File: config.mk
export PLATFORM = sky130hd
export DESIGN_NAME = gate_test_sequencer
export DESIGN_NICKNAME = d
export VERILOG_FILES = /design/src/rtl/gate_test_sequencer.sv
export SDC_FILE = /design/constraint.sdc
export NUM_CORES = 1
export LEC_CHECK = 0
export BUFFER_PORTS_ARGS = -buffer_cell sky130_fd_sc_hd__buf_4
export CAP_MARGIN = 20
export CORE_MARGIN = 8
export CORE_UTILIZATION = 35
export CTS_BUF_LIST = sky130_fd_sc_hd__clkbuf_2
export CTS_CLUSTER_SIZE = 14
export DETAILED_ROUTE_END_ITERATION = 8
export PLACE_DENSITY_LB_ADDON = 0.05
export SYNTH_ARGS = -nofsm -noshare
export SYNTH_HDL_FRONTEND = slang
export SYNTH_SLANG_ARGS = --single-unit
File: constraint.sdc
create_clock -name clk -period 12.7 [get_ports clk]
set_clock_uncertainty 0.2 [all_clocks]
set_input_delay 1.27 -clock clk [delete_from_list [all_inputs] [get_ports clk]]
set_output_delay 1.27 -clock clk [all_outputs]
set_load 0.005 [all_outputs]
File: src/rtl/gate_test_sequencer.sv
`default_nettype none
// ============================================================================
// Module      : gate_test_sequencer
// Description : Stimulus/response checker for the two-input gate block.
//               Walks a/b through the four input vectors, waits SETTLE_CYCLES
//               after each one, compares the seven gate outputs with golden
//               values and reports per-vector failures, a saturating count of
//               mismatched output bits and an overall pass flag.
// Revision    : 1.0  initial release
// ----------------------------------------------------------------------------
// Parameters  : SETTLE_CYCLES (>=1)  cycles from driving a vector to sampling y
//               ERR_W                width of err_count (saturates at 2^ERR_W-1)
// Ports       : clk        in   rising-edge clock
//               rst_n      in   synchronous reset, active low
//               start      in   begin a run (sampled only when idle)
//               busy       out  run in progress (settle/check phases)
//               done       out  one-cycle pulse at the end of a run
//               a, b       out  registered stimulus to the gate block
//               y[6:0]     in   gate outputs: and,or,not,nand,nor,xor,xnor
//               fail_vec   out  bit i set if vector i had any mismatch
//               err_count  out  total mismatched output bits (saturating)
//               pass       out  last completed run had zero mismatches
// Build macro : GATE_SEQ_STOP_ON_FAIL_EN - when defined, the first failing
//               vector ends the run immediately.
// ============================================================================
module gate_test_sequencer #(
    parameter int SETTLE_CYCLES = 1,
    parameter int ERR_W         = 5
) (
    input  logic             clk,
    input  logic             rst_n,
    input  logic             start,
    output logic             busy,
    output logic             done,
    output logic             a,
    output logic             b,
    input  logic [6:0]       y,
    output logic [3:0]       fail_vec,
    output logic [ERR_W-1:0] err_count,
    output logic             pass
);

    localparam int CNT_W = (SETTLE_CYCLES > 1) ? $clog2(SETTLE_CYCLES + 1) : 1;
    // Sum is wide enough to hold the largest count plus a 7-bit popcount.
    localparam int SUM_W = ((ERR_W > 3) ? ERR_W : 3) + 1;
    localparam logic [SUM_W-1:0] ERR_MAX     = SUM_W'((1 << ERR_W) - 1);
    localparam logic [CNT_W-1:0] SETTLE_LOAD = CNT_W'(SETTLE_CYCLES);

    typedef enum logic [1:0] {
        ST_IDLE   = 2'd0,
        ST_SETTLE = 2'd1,
        ST_CHECK  = 2'd2,
        ST_DONE   = 2'd3
    } state_t;

    state_t           state_q, state_d;
    logic [1:0]       idx_q, idx_d;
    logic [CNT_W-1:0] cnt_q, cnt_d;
    logic [3:0]       fail_vec_q, fail_vec_d;
    logic [ERR_W-1:0] err_q, err_d;
    logic             pass_q, pass_d;

    logic [6:0]       w_golden;
    logic [6:0]       w_mismatch;
    logic [2:0]       w_mis_cnt;
    logic [SUM_W-1:0] w_err_sum;
    logic [ERR_W-1:0] w_err_sat;
    logic             w_last;

    // The vector index doubles as the stimulus register: a = idx[1], b = idx[0].
    assign a         = idx_q[1];
    assign b         = idx_q[0];
    assign fail_vec  = fail_vec_q;
    assign err_count = err_q;
    assign pass      = pass_q;

    assign w_golden = {~(a ^ b), a ^ b, ~(a | b), ~(a & b), ~a, a | b, a & b};
    assign w_mismatch = y ^ w_golden;

    always_comb begin
        w_mis_cnt = 3'd0;
        for (int i = 0; i < 7; i++) begin
            w_mis_cnt = w_mis_cnt + {2'b00, w_mismatch[i]};
        end
    end

    assign w_err_sum = SUM_W'(err_q) + SUM_W'(w_mis_cnt);
    assign w_err_sat = (w_err_sum > ERR_MAX) ? ERR_MAX[ERR_W-1:0] : w_err_sum[ERR_W-1:0];

`ifdef GATE_SEQ_STOP_ON_FAIL_EN
    // Any mismatching bit terminates the run at this vector.
    assign w_last = (idx_q == 2'd3) || (w_mis_cnt != 3'd0);
`else
    assign w_last = (idx_q == 2'd3);
`endif

    always_comb begin
        state_d    = state_q;
        idx_d      = idx_q;
        cnt_d      = cnt_q;
        fail_vec_d = fail_vec_q;
        err_d      = err_q;
        pass_d     = pass_q;
        busy       = 1'b0;
        done       = 1'b0;
        case (state_q)
            ST_IDLE: begin
                if (start) begin
                    idx_d      = 2'd0;
                    fail_vec_d = 4'd0;
                    err_d      = '0;
                    pass_d     = 1'b0;
                    cnt_d      = SETTLE_LOAD;
                    state_d    = ST_SETTLE;
                end
            end
            ST_SETTLE: begin
                busy  = 1'b1;
                cnt_d = cnt_q - 1'b1;
                if (cnt_q <= CNT_W'(1)) begin
                    state_d = ST_CHECK;
                end
            end
            ST_CHECK: begin
                busy  = 1'b1;
                err_d = w_err_sat;
                if (w_mis_cnt != 3'd0) begin
                    fail_vec_d[idx_q] = 1'b1;
                end
                if (w_last) begin
                    state_d = ST_DONE;
                end else begin
                    idx_d   = idx_q + 2'd1;
                    cnt_d   = SETTLE_LOAD;
                    state_d = ST_SETTLE;
                end
            end
            ST_DONE: begin
                done    = 1'b1;
                pass_d  = (err_q == '0) && (fail_vec_q == 4'd0);
                state_d = ST_IDLE;
            end
            default: state_d = ST_IDLE;
        endcase
    end

    always_ff @(posedge clk) begin
        if (!rst_n) begin
            state_q    <= ST_IDLE;
            idx_q      <= 2'd0;
            cnt_q      <= '0;
            fail_vec_q <= 4'd0;
            err_q      <= '0;
            pass_q     <= 1'b0;
        end else begin
            state_q    <= state_d;
            idx_q      <= idx_d;
            cnt_q      <= cnt_d;
            fail_vec_q <= fail_vec_d;
            err_q      <= err_d;
            pass_q     <= pass_d;
        end
    end

endmodule
`default_nettype wire
# Yosys cells after proc, flatten, opt, wreduce, memory -nomap -nowiden
# Index checks and enable logic that the tools add are counted.
classes:
  add_sub_neg: 9
  reduce_logical: 16
  eq_ne: 8
  n_bitwise: 9
  n_mux: 22
  order_cmp: 4
ops:
  columns: ["cell", "count"]
  rows:
  - ["$add 3x1->3", 4]
  - ["$mux 2", 5]
  - ["$mux 5", 2]
  - ["$pmux 5 s2", 1]
  - ["$reduce_and 3->1", 3]
  - ["$mux 4", 2]
  - ["$ne 2x2->1 const B", 4]
  - ["$pmux 2 s4", 1]
  - ["$pmux 4 s2", 1]
  - ["$xor 7x7->7", 1]
  - ["$add 5x3->6", 1]
  - ["$eq 2x2->1 const B", 3]
  - ["$gt 6x5->1 const B", 1]
  - ["$mux 1", 6]
  - ["$reduce_and 2->1", 3]
  - ["$reduce_bool 3->1", 2]
  - ["$logic_not 5->1", 1]
  - ["$logic_not 4->1", 1]
  - ["$not 1->1", 4]
  - ["$or 4x4->4", 1]
  - ["$pmux 2 s2", 1]
  - ["$reduce_bool 2->1", 2]
  - ["$add 2x1->3", 1]
  - ["$lt 2x3->1 const B", 1]
  - ["other kinds (15)", 16]
totals:
  reg_bits: 15
  out_inout_bits: 14

# Depth between registers and ports, before layout
# Gate-level depths: netlist of the first run.
depth:
  word_depth: 13
  depth_mapped: 13
  depth_no_buf: 13

# Worst setup path before layout of the first run
# Ideal clock, no wire load.
synth_timing:
  path_kind: "input-to-reg"
  from: "in y[1]"
  to: "reg err_q[3] (netlist: err_count[3])"
  required_ps: 12381
  arrival_ps: 4393
  slack_ps: 7989
  path_stages: 11
  setup_time_ps: 119
  path_cell_list: "xor2_1 > fa_1 > fa_1 > fa_1 > fa_1 > inv_1 > ha_1 > a21o_1 > a21oi_1 > o31a_1 > o221a_1"
synth_between:
  elab_chain_len: 11
synth_rtl:
  columns: ["element", "line", "text"]
  rows:
  - ["start, declared", "37", "input logic [6:0] y,"]
  - ["$xor 7x7->7 *", "78", "assign w_mismatch = y ^ w_golden;"]
  - ["$add 1x1->2 *", "83", "w_mis_cnt = w_mis_cnt + {2'b00, w_mismatch[i]};"]
  - ["$add 2x1->3 *", "83", null]
  - ["$add 3x1->3 * (4 in series)", "83", null]
  - ["$add 5x3->6 *", "87", "assign w_err_sum = SUM_W'(err_q) + SUM_W'(w_mis_cnt);"]
  - ["$gt 6x5->1", "88", "assign w_err_sat = (w_err_sum > ERR_MAX) ? ERR_MAX[ERR_W-1:0] : w_err_sum[ERR_W-1:0];"]
  - ["$mux 5 *", "88", null]
  - ["$pmux 5 s2 *", "106", "case (state_q)"]
  - ["end signal, assigned", "160", "err_q <= err_d;"]
  - ["end, declared", "60", "logic [ERR_W-1:0] err_q, err_d;"]
# Mark *: on every way between the ends. The rest lies on a longest branch, timed or not.
# A chain may end at the register's enable or synchronous reset.

# Final worst setup path of the first run
layout_timing:
  from: "in y[0]"
  to: "reg err_q[3] (netlist: err_count[3])"
# The elaborated chain is that of the path after synthesis.

==> key figures, run 1 <==
Timing
  – Number of setup violations in the final report: 0
  – Transition time of the tightest slew-check pin: 595 ps
  – Worst Hold Margin: between 300 and 400 ps
  – Maximum frequency from static timing analysis: 217 MHz
  – Share of the clock period used by the worst path after layout: 36.2%
  – Unrepaired setup endpoints after global routing: false
  – Summed negative setup slack over all endpoints: 0 ps
  – Final hold violation count: 0
  – Minimum setup slack in the final design: 8100 ps
  – Slew Limit Headroom: 59.5%
  – Fin crit period: 4600 ps
  – Slew Limit Fails: 0

Synth
  – Post-synthesis instance total: 109
  – Mapped Nets: 134
  – EDFF count, synth: 0
  – Post-synthesis area per instance: a little over 9 um^2
  – Yosys warns: 0
  – Share of the yosys chip area belonging to registers: around 28%
  – Ys flop type: sky130_fd_sc_hd__dfxtp_1
  – Distinct cell type count after synthesis: 34
  – Cell Area, Synth: 997 um^2
  – Synth Register Bits: 14
  – Share of async-settable or async-resettable flops after synthesis: 0%

Drt
  – Initial drt markers: 50
  – Via count: 873
  – Wire length on met1: 1050 um
  – Remaining antenna violation count after routing: 0
  – Remaining DRCs: 0
  – DR WL met2: 1230 um
  – Final wirelength: 2400 um
  – WL/cell: 14.6 um
  – Met3 Routed Length: 116 um
  – Top Metal Used: met4
  – Average vias per placed instance: between 5 and 6
  – Pre-antenna DRT Iters: 4

Global routing
  – Largest net degree at the start of global routing: 12
  – Number of antenna violations at the first check in global routing: 0
  – Via count of the first global-routing pass: 936
  – Grt total ovfl: 0
  – Global-route wire length before repair: 4170 um
  – Overall track demand over capacity in global routing: 10.2%

Worst setup path
  – Most frequent CP cell: sky130_fd_sc_hd__fa_1
  – Required time worst endpoint: between 10000 and 15000 ps
  – Category of the worst setup path launch point: input pin
  – Arrival time reported for the critical path endpoint: 4610 ps
  – Classification of the worst setup path: input pin to flop
  – Slowest CP cell: sky130_fd_sc_hd__fa_1
  – Crit-path cells: buf_4, xnor2_1, fa_1, fa_1, fa_1, fa_1, inv_1, ha_1, a21o_1, a21oi_1, o31a_1, o221a_1
  – Critical path endpoint category: flop
  – Worst-path maximum fanout: 3
  – Biggest cell delay along the critical path: 530 ps

Clock tree
  – Clock tree from TritonCTS: yes
  – CTS HTree Levels: 1
  – Quantity of hold-fixing buffers added after cts: 0
  – Source-to-sink clock delay at the later pin of the worst-skew pair: 290 ps
  – Number of buffers added by the clock tree synthesis step: 3
  – Clock slew seen by the registers of the worst setup and hold paths: between 150 and 200 ps
  – Post-cts sizing count: 0
  – Root buffer selected by CTS: sky130_fd_sc_hd__clkbuf_2
  – CTS sink count: 14
  – Count of buffers added by post-CTS timing repair for setup: 0
  – Clock Tree Buf Depth: 2

Final layout
  – Number of inserted diodes: 0
  – Net count reported at finish: 159
  – Post-Layout Inst Area: 0.00121 mm^2
  – Syn-to-layout area delta: 21.8%
  – Share of layout cells above drive strength 1: around a quarter

Pwr
  – P_leak: 0.000526 uW
  – Cell Pwr Density: 103 mW/mm^2
  – Worst-case vdd ir drop: around 70 uV
  – Final Power: 125 uW

Die
  – Vertical die dimension: roughly 70 um
  – Core area: 0.00273 mm^2
  – Die area: between 0.004 and 0.005 mm^2
  – Starting Density: 36.5%
  – Top Ports: 24
  – Die width: 69.4 um
  – Cell row count: 19

Job
  – Max Cap Viol: 0

Place
  – Placed cell area: 0.00120 mm^2
  – IO Port Bufs: 23
  – Worst setup timing slack at the placement stage: 7740 ps
  – Post-detail-place hpwl: 1890 um
  – Routability congestion estimate from global placement: 0.821

Status
  – Result of the run: finished, final reports clean

Hold path
  – HP Class: flop to flop
==> layout make-up <==
cell class / instances / area (um^2)
flip-flops and latches: 14 / 280
clock buffers: 3 / 15.0
repair buffers: 23 / 173
clock inverters: 1 / 3.75
multi-input cells: 84 / 674
fillers: 281 / 1520
well taps: 31 / 38.8
inverters: 8 / 30.0
==> synth_stat cells (2+ instances only) <==
cell type | n | share of area (%)
sky130_fd_sc_hd__xnor2_1 | 4 | 3.5
sky130_fd_sc_hd__a21boi_0 | 4 | 3.0
sky130_fd_sc_hd__nor2_1 | 5 | 1.9
sky130_fd_sc_hd__o21ai_0 | 5 | 2.5
sky130_fd_sc_hd__xor2_1 | 4 | 3.5
sky130_fd_sc_hd__nor3_1 | 2 | 1.0
sky130_fd_sc_hd__nand3_1 | 2 | 1.0
sky130_fd_sc_hd__mux2i_1 | 2 | 2.0
sky130_fd_sc_hd__inv_1 | 8 | 3.0
sky130_fd_sc_hd__nand2_1 | 7 | 2.6
sky130_fd_sc_hd__ha_1 | 10 | 13
sky130_fd_sc_hd__a21oi_1 | 11 | 5.5
sky130_fd_sc_hd__nor2b_1 | 4 | 2.5
sky130_fd_sc_hd__fa_1 | 5 | 10
sky130_fd_sc_hd__nor4_1 | 3 | 1.9
sky130_fd_sc_hd__dfxtp_1 | 14 | 28
sky130_fd_sc_hd__clkbuf_1 | 2 | 0.75
==> state kept, by name (all words and copies together), names as in the netlist <==
register	flops
err_count	5
pass	1
state_q	2
idx_q	2
fail_vec	4
==> metrics by stage <==
step	std cells	utilization [%]
floorplan	109	-
global placement	160	43.8
detailed placement	160	43.8
CTS	164	44.4
global route	164	44.4
finish	164	44.4
==> placed cells by master, fill, tap and decap left out, types with 2 or more instances in the layout <==
cell / Yosys / final
sky130_fd_sc_hd__dfxtp_1: 14 / 14
sky130_fd_sc_hd__clkbuf_2: 0 / 3
sky130_fd_sc_hd__nand2_1: 7 / 7
sky130_fd_sc_hd__nor2_1: 5 / 5
sky130_fd_sc_hd__nor2b_1: 4 / 4
sky130_fd_sc_hd__o21ai_0: 5 / 5
sky130_fd_sc_hd__mux2i_1: 2 / 2
sky130_fd_sc_hd__nand3_1: 2 / 2
sky130_fd_sc_hd__inv_1: 8 / 8
sky130_fd_sc_hd__a21boi_0: 4 / 4
sky130_fd_sc_hd__xor2_1: 4 / 4
sky130_fd_sc_hd__nor3_1: 2 / 2
sky130_fd_sc_hd__fa_1: 5 / 5
sky130_fd_sc_hd__buf_4: 0 / 23
sky130_fd_sc_hd__xnor2_1: 4 / 4
sky130_fd_sc_hd__nor4_1: 3 / 3
sky130_fd_sc_hd__ha_1: 10 / 10
sky130_fd_sc_hd__a21oi_1: 11 / 11
==> worst max-delay path: cells and delay by family <==
family | cells | cell delay, ps
AOI/OAI and AO/OA | 4 | 720
xor gates and xnor gates | 1 | 130
buffers and inverters | 2 | 190
adders and majority gates | 5 | 2300
==> layer usage <==
layer / GRT usage, % / vias up
met1: 10.5 / 428
met4: 2.05 / 0
met3: 4.15 / 2
met5: 0 / -
met2: 19.0 / 16
li1: - / 427
==> worst paths after layout <==
| check | endpoint | slack, ps | from | depth (start not counted) |
|---|---|---|---|---|
| worst max-delay path | err_count[3] | 8100 | y[0] | 12 |
| worst min register to register | state_q[1] | 320 | state_q[0] | 2 |
| worst max register to register | err_count[3] | 8270 | idx_q[1] | 13 |
| worst min-delay path | state_q[1] | 320 | state_q[0] | 2 |
==> report_power, final <==
| group | switching [uW] | internal (uW) |
|---|---|---|
| logic | 29.0 | 23.9 |
| registers | 2.57 | 46.4 |
| clock network | 16.5 | 6.84 |
==> kinds of logic after synthesis <==
group	share of synthesized area, %
AND/OR/NAND/NOR	15.9
AO/OA/AOI/OAI	18.7
adder cells (fa/ha/maj)	22.6
flip-flops	28.1
buffers and inverters	4.27
XOR/XNOR	7.03
multiplexers	3.39
Power figures use the tool's default switching activity.
==> inputs of run 2 (changes only) <==
--- a/config.mk
+++ b/config.mk
@@ -5,6 +5,7 @@
 export SDC_FILE = /design/constraint.sdc
 export NUM_CORES = 1
 export LEC_CHECK = 0
+export ABC_AREA = 1
 export BUFFER_PORTS_ARGS = -buffer_cell sky130_fd_sc_hd__buf_4
 export CAP_MARGIN = 20
 export CORE_MARGIN = 8
==> constraint.sdc (replaced) <==
create_clock -name clk -period 4.5 [get_ports clk]
set_clock_uncertainty 0.2 [all_clocks]
set_input_delay 0.45 -clock clk [delete_from_list [all_inputs] [get_ports clk]]
set_output_delay 0.45 -clock clk [all_outputs]
set_load 0.005 [all_outputs]
==> run 2 against run 1 <==
  * Non-clock buffer count unchanged
  * Flip-flop and latch count is the same
  * Power rose to 3.6 times the previous value
  * Count of clock-buffer cells in the layout did not move
  * Via count grew 1.9%
  * Design area increased by 1.6%
  * Die area rose by 0.68%
  * Sequential power grew to 3.0 times the previous value
  * Register-to-register slack got worse by 7900 ps
  * Critical path depth is 4 higher
  * Critical path type is now flop to flop
  * Largest cell class unchanged
  * Largest power group unchanged
==> key figures, run 2 <==
Drt
  – Remaining antenna violation count after routing: 0 (unchanged)
  – Via count: 890 (+1.9%)
  – Initial drt markers: 75 (+50%)
  – Average vias per placed instance: 4.86 (-8.6%)
  – Remaining DRCs: 0 (unchanged)
  – Final wirelength: 2360 um (-1.7%)
  – WL/cell: 12.9 um (-12%)
  – Pre-antenna DRT Iters: 5 (+1)

Global routing
  – Met2 GRT Util: 17.2% (-1.7 points)
  – Overall track demand over capacity in global routing: 10.4% (+0.17 points)
  – Met1 Track Usage GR: 12.2% (+1.7 points)
  – Via count of the first global-routing pass: 980 (+4.7%)
  – Number of antenna violations at the first check in global routing: 0 (unchanged)
  – Most crowded layer after global routing: met2
  – Largest net degree at the start of global routing: 9 (-3)
  – Global Route met3 Usage: 3.29% (-0.86 points)
  – Grt total ovfl: 0 (unchanged)
  – Global-route wire length before repair: 4300 um (+3.1%)

Place
  – Routability congestion estimate from global placement: 0.808 (-1.6%)
  – Placed cell count: 180 (+13%)
  – Post-detail-place hpwl: 1930 um (+1.8%)
  – IO Port Bufs: 23 (unchanged)
  – Placed cell area: 0.00122 mm^2 (+1.8%)

Clock tree
  – CTS HTree Levels: 1 (unchanged)
  – Number of buffers added by the clock tree synthesis step: 3 (unchanged)
  – Clock Tree Buf Depth: 2 (unchanged)
  – Source-to-sink clock delay at the later pin of the worst-skew pair: 280 ps (about the same)
  – Clock tree from TritonCTS: yes
  – CTS sink count: 14 (unchanged)
  – Root buffer selected by CTS: sky130_fd_sc_hd__clkbuf_2
  – Clock slew seen by the registers of the worst setup and hold paths: 160 ps (about the same)
  – Quantity of hold-fixing buffers added after cts: 0 (unchanged)

Final layout
  – Most frequent cells in the layout: sky130_fd_sc_hd__nand2_1, sky130_fd_sc_hd__buf_4, sky130_fd_sc_hd__inv_1
  – Post-Layout Inst Area: 0.00123 mm^2 (+1.6%)
  – Share of layout cells above drive strength 1: 23.0% (-0.28 points)
  – Syn-to-layout area delta: 22.8%
  – Fin cells: 183 (+12%)
  – End-of-flow core utilization: 45.2% (+0.73 points)
  – Number of inserted diodes: 0 (unchanged)
  – Most common cell after layout, fill and taps aside: sky130_fd_sc_hd__nand2_1
  – Largest register FFs: 5 (unchanged)
  – Net count reported at finish: 179 (+13%)

Die
  – Die area: 0.00485 mm^2 (+0.68%)
  – Vertical die dimension: 69.6 um (+0.34%)
  – Die width: 69.6 um (+0.34%)
  – Cell row count: 19 (unchanged)
  – Starting Density: 36.8% (+0.32 points)
  – Core area: 0.00273 mm^2 (unchanged)
  – Top Ports: 24 (unchanged)

Synth
  – Post-synthesis area per instance: 7.98 um^2 (-13%)
  – Post-synthesis instance total: 126 (+16%)
  – Mapped Nets: 151 (+13%)
  – Cell with the most instances after synthesis: sky130_fd_sc_hd__nand2_1
  – Yosys warns: 0 (unchanged)
  – Synth area leaders: sky130_fd_sc_hd__dfxtp_1, sky130_fd_sc_hd__ha_1, sky130_fd_sc_hd__fa_1, sky130_fd_sc_hd__nand2_1, sky130_fd_sc_hd__inv_1
  – Ys flop type: sky130_fd_sc_hd__dfxtp_1
  – Top cell type's share of synthesized area: 27.9% (-0.24 points)
  – EDFF count, synth: 0 (unchanged)
  – Library cell occupying the most area in the post-synthesis netlist: sky130_fd_sc_hd__dfxtp_1
  – Share of async-settable or async-resettable flops after synthesis: 0% (unchanged)
  – Most frequent cells after synthesis: sky130_fd_sc_hd__nand2_1, sky130_fd_sc_hd__inv_1, sky130_fd_sc_hd__dfxtp_1
  – Distinct cell type count after synthesis: 21 (-38%)
  – Cell Area, Synth: 0.00101 mm^2 (+0.88%)
  – Share of the yosys chip area belonging to registers: 27.9% (-0.24 points)
  – Synth Register Bits: 14 (unchanged)

Timing
  – Slew Limit Fails: 0 (unchanged)
  – Slew Limit Headroom: 80.6% (+21 points)
  – Summed negative setup slack over all endpoints: 0 ps (unchanged)
  – Transition time of the tightest slew-check pin: 290 ps (-305 ps)
  – Unrepaired setup endpoints after global routing: false
  – Final hold violation count: 0 (unchanged)
  – Share of the clock period used by the worst path after layout: 91.8%
  – Fin crit period: between 4000 and 5000 ps
  – Number of setup violations in the final report: 0 (unchanged)
  – Maximum frequency from static timing analysis: 242 MHz

Hold path
  – Startpoint of the tightest hold check path: rst_n
  – HP Class: input pin to flop
  – Worst Hold Path EP: state_q[1]
  – Number of cells on the worst hold path: 3 (+1)

Worst setup path
  – Worst reg2reg startpoint: idx_q[0]
  – Reg2Reg Capture Point: err_count[4]
  – Required time worst endpoint: 4530 ps (-8180 ps)
  – Arrival time reported for the critical path endpoint: 4160 ps (-450 ps)
  – Register-to-Register Path Depth: 16 (+3)
  – Category of the worst setup path launch point: flop
  – Critical path endpoint category: flop
  – Reg-to-reg setup timing slack: 370 ps (-7900 ps)
  – Classification of the worst setup path: flop to flop
  – Worst-path maximum fanout: 5 (+2)

Pwr
  – P_leak: 0.000560 uW (+6.5%)
  – Worst-case vdd ir drop: 200 uV (+190%)
  – Power Internal: 253 uW (+230%)
  – Sequential Power Share: 32.6% (-6.6 points)
  – Cell Pwr Density: 366 mW/mm^2 (+250%)
  – Share of total power in combinational logic: 53.7% (+12 points)
  – Power spent charging and discharging nets: 199 uW (+310%)
  – Share of power burned in the clock network: 13.7% (-4.9 points)
  – Sw Share: 44.0% (+5.7 points)

Job
  – Max Cap Viol: 0 (unchanged)

Status
  – Result of the run: finished, final reports clean
## run 2: area by class of cell
class,instances,area [um^2]
well taps,31,38.8
fillers,278,1500
flip-flops and latches,14,283
repair buffers,23,173
inverters,20,75.1
multi-input cells,92,651
clock buffers,3,15.0
## run 2: power by group through the flow
stage	registers (uW)	clock network (uW)	logic, uW
after floorplan	149	0	173
after global routing	149	72.0	279
after detailed placement	150	0	244
final	147	62.0	242
after CTS	147	63.3	244
after global placement	149	0	240
## run 2: stage by stage
step	setup WS, ps	total power [uW]	hold slack, ps
finish	368	451	220
global route	44.4	500	204
CTS	288	455	214
detailed placement	298	394	266
global placement	365	390	257
floorplan	478	322	253
## run 2: kinds of logic (layout without fill, tap and decap cells)
| family | count (synthesis) | count (layout) | synth area share [%] |
|---|---|---|---|
| flops | 14 | 14 | 27.9 |
| simple gates | 42 | 42 | 19.7 |
| compound gates | 27 | 27 | 15.7 |
| xor+xnor | 8 | 8 | 6.97 |
| buf+inv | 20 | 46 | 7.46 |
| fa+ha+maj | 15 | 15 | 22.4 |
## run 2: what timing repair did
item | 4_1_cts | 5_1_grt
setup buffers | 0 | 0
endpoints found under the setup margin | 0 | 1
gates resized for setup | 0 | 2
## run 2: layer usage
metal / up-vias / part of all wire [%]
li1: 466 / -
met1: 404 / 46
met2: 18 / 49
met3: 2 / 4.1
met4: 0 / 0.85
met5: - / 0
## run 2: worst max-delay path: stages (launching register included)
cell and delay [ps]:
sky130_fd_sc_hd__dfxtp_2 400, sky130_fd_sc_hd__inv_1 80, sky130_fd_sc_hd__ha_1 240, sky130_fd_sc_hd__xor2_1 220
sky130_fd_sc_hd__fa_1 470, sky130_fd_sc_hd__fa_1 510, sky130_fd_sc_hd__fa_1 440, sky130_fd_sc_hd__fa_1 510
sky130_fd_sc_hd__inv_1 80, sky130_fd_sc_hd__fa_1 430, sky130_fd_sc_hd__nand3_1 130, sky130_fd_sc_hd__nand2_1 60
sky130_fd_sc_hd__nand2_1 50, sky130_fd_sc_hd__nand2_1 40, sky130_fd_sc_hd__nand2_1 60, sky130_fd_sc_hd__nand2_1 50
sky130_fd_sc_hd__a21oi_1 110
## run 2: how the worst max path moves through the flow
stage,startpoint,end,slack [ps],depth (start not counted)
3_5_place_dp,idx_q[1],err_count[2],300,12
4_1_cts,idx_q[1],err_count[4],290,16
5_1_grt,idx_q[0],err_count[4],40,16
3_3_place_gp,idx_q[1],err_count[2],360,12
6_report,idx_q[0],err_count[4],370,16
2_1_floorplan,idx_q[1],err_count[2],480,12
==> inputs of run 3 (changes only) <==
--- a/config.mk
+++ b/config.mk
@@ -5,7 +5,6 @@
 export SDC_FILE = /design/constraint.sdc
 export NUM_CORES = 1
 export LEC_CHECK = 0
-export ABC_AREA = 1
 export BUFFER_PORTS_ARGS = -buffer_cell sky130_fd_sc_hd__buf_4
 export CAP_MARGIN = 20
 export CORE_MARGIN = 8
==> constraint.sdc (replaced) <==
create_clock -name clk -period 5.2 [get_ports clk]
set_clock_uncertainty 0.2 [all_clocks]
set_input_delay 0.52 -clock clk [delete_from_list [all_inputs] [get_ports clk]]
set_output_delay 0.52 -clock clk [all_outputs]
set_load 0.02 [all_outputs]
==> run 3 against run 2 <==
  * Sequential share of layout area grew 0.17 points
  * Flip-flop and latch count is the same
  * Sequential power shrank 18%
  * Global-route usage shrank 0.050 points
  * Wire length grew 3.0%
  * Worst hold slack gained 93 ps
  * Count of clock-buffer cells in the layout is the same
  * Utilization shrank 0.73 points
  * Combinational power shrank 43%
  * Critical path type unchanged
==> key figures, run 3 (synthesis results as in run 1) <==
Timing
  – Summed negative setup slack over all endpoints: 0 ps (unchanged)
  – Unrepaired setup endpoints after global routing: false
  – Final hold violation count: 0 (unchanged)
  – Transition time of the tightest slew-check pin: 580 ps (+289 ps)
  – Fin crit period: 4450 ps (+318 ps)
  – Slew Limit Headroom: 60.6% (-20 points)
  – Number of setup violations in the final report: 0 (unchanged)
  – Maximum frequency from static timing analysis: 225 MHz (-7.1%)
  – Slew Limit Fails: 0 (unchanged)
  – Share of the clock period used by the worst path after layout: 85.6% (-6.2 points)

Final layout
  – Most frequent cells in the layout: sky130_fd_sc_hd__buf_4, sky130_fd_sc_hd__dfxtp_1, sky130_fd_sc_hd__a21oi_1
  – Largest register FFs: 5 (unchanged)
  – End-of-flow core utilization: 44.4% (-0.73 points)
  – Net count reported at finish: 159 (-11%)
  – Syn-to-layout area delta: 21.8%
  – Most common cell after layout, fill and taps aside: sky130_fd_sc_hd__buf_4
  – Number of inserted diodes: 0 (unchanged)
  – Share of layout cells above drive strength 1: 23.3% (+0.28 points)

Clock tree
  – Clock tree from TritonCTS: yes
  – Clock slew seen by the registers of the worst setup and hold paths: 150 ps (about the same)
  – Post-cts sizing count: 0 (unchanged)
  – Root buffer selected by CTS: sky130_fd_sc_hd__clkbuf_2
  – Quantity of hold-fixing buffers added after cts: 0 (unchanged)
  – Number of buffers added by the clock tree synthesis step: 3 (unchanged)
  – CTS sink count: 14 (unchanged)
  – Clock Tree Buf Depth: 2 (unchanged)
  – Source-to-sink clock delay at the later pin of the worst-skew pair: 290 ps (about the same)
  – Count of buffers added by post-CTS timing repair for setup: 0 (unchanged)
  – CTS HTree Levels: 1 (unchanged)

Worst setup path
  – Critical path endpoint category: flop
  – Most frequent CP cell: sky130_fd_sc_hd__fa_1
  – Slowest CP cell: sky130_fd_sc_hd__fa_1
  – Dominant delay contributor by cell family on the critical path: adder cells
  – Biggest cell delay along the critical path: 520 ps (about the same)
  – Category of the worst setup path launch point: flop
  – Classification of the worst setup path: flop to flop
  – Crit-path cells: inv_1, ha_1, xor2_1, fa_1, fa_1, fa_1, fa_1, inv_1, ha_1, a21o_1, a21oi_1, o31a_1, o221a_1
  – Worst-path maximum fanout: 6 (+1)
  – Count of buffer and inverter cells on the critical path: 2 (unchanged)
  – Required time worst endpoint: 5200 ps (+670 ps)
  – Arrival time reported for the critical path endpoint: 4450 ps (+290 ps)

Global routing
  – Via count of the first global-routing pass: 944 (-3.7%)
  – Largest net degree at the start of global routing: 12 (+3)
  – Overall track demand over capacity in global routing: 10.4% (-0.050 points)
  – Grt total ovfl: 0 (unchanged)
  – Global-route wire length before repair: 4200 um (-2.4%)
  – Number of antenna violations at the first check in global routing: 0 (unchanged)

Drt
  – Final wirelength: 2430 um (+3.0%)
  – Initial drt markers: 28 (-63%)
  – Via count: 875 (-1.7%)
  – Pre-antenna DRT Iters: 4 (-1)
  – Remaining antenna violation count after routing: 0 (unchanged)
  – WL/cell: 14.8 um (+15%)
  – Remaining DRCs: 0 (unchanged)
  – Average vias per placed instance: 5.34 (+9.7%)

Job
  – Max Cap Viol: 0 (unchanged)

Hold path
  – HP Class: flop to flop

Place
  – Routability congestion estimate from global placement: 0.787 (-2.6%)
  – Post-detail-place hpwl: 1930 um (+0.23%)
  – IO Port Bufs: 23 (unchanged)

Pwr
  – Cell Pwr Density: 258 mW/mm^2 (-29%)
  – P_leak: 0.000526 uW (-6.1%)
  – Worst-case vdd ir drop: 193 uV (-3.2%)
  – Final Power: 314 uW (-31%)

Status
  – Result of the run: finished, final reports clean

Die
  – Starting Density: 36.5% (-0.32 points)
  – Die area: 0.00481 mm^2 (-0.67%)
  – Vertical die dimension: 69.4 um (-0.34%)
  – Top Ports: 24 (unchanged)
  – Die width: 69.4 um (-0.34%)
  – Cell row count: 19 (unchanged)
  – Core area: 0.00273 mm^2 (unchanged)
## run 3: power by group
group	leakage, uW	internal, uW	switching, uW	total, uW
logic	0.000399	59.0	79.0	138
clock network	0.0000140	16.7	39.1	55.9
registers	0.000113	113	6.47	120
## run 3: through the flow
stage	std cells	hold WS (ps)	worst slack (ps)	cell area [um^2]
detailed placement	160	296	769	1200
finish	164	313	751	1210
floorplan	109	274	837	997
CTS	164	309	738	1210
global route	164	317	513	1210
global placement	160	299	806	1200
## run 3: per-layer routing
metal	wire [um]	GRT usage (%)	vias up
met4	16	2.05	0
li1	-	-	430
met3	94	3.72	2
met1	1010	10.8	431
met2	1310	19.3	12
met5	0	0	-
## run 3: final timing paths
check                                start           end  slack [ps]  cells past startpoint
worst max-delay path              idx_q[1]  err_count[3]         750                     13
worst min-delay path            state_q[1]    state_q[1]         310                      2
worst max register to register    idx_q[1]  err_count[3]         750                     13
worst min register to register  state_q[1]    state_q[1]         310                      2
## run 3: tightest hold or removal path, cell delays in order, from the launching register on
cell and delay [ps]:
sky130_fd_sc_hd__dfxtp_1 370, sky130_fd_sc_hd__nand2_1 60, sky130_fd_sc_hd__a21boi_0 60
## run 3: area by class of cell
type	count	area (um^2)
clock buffer	3	15.0
clock inverter	1	3.75
inverter	8	30.0
tap	31	38.8
timing repair buffer	23	173
fill	278	1520
multi-input combinational	84	674
sequential	14	280
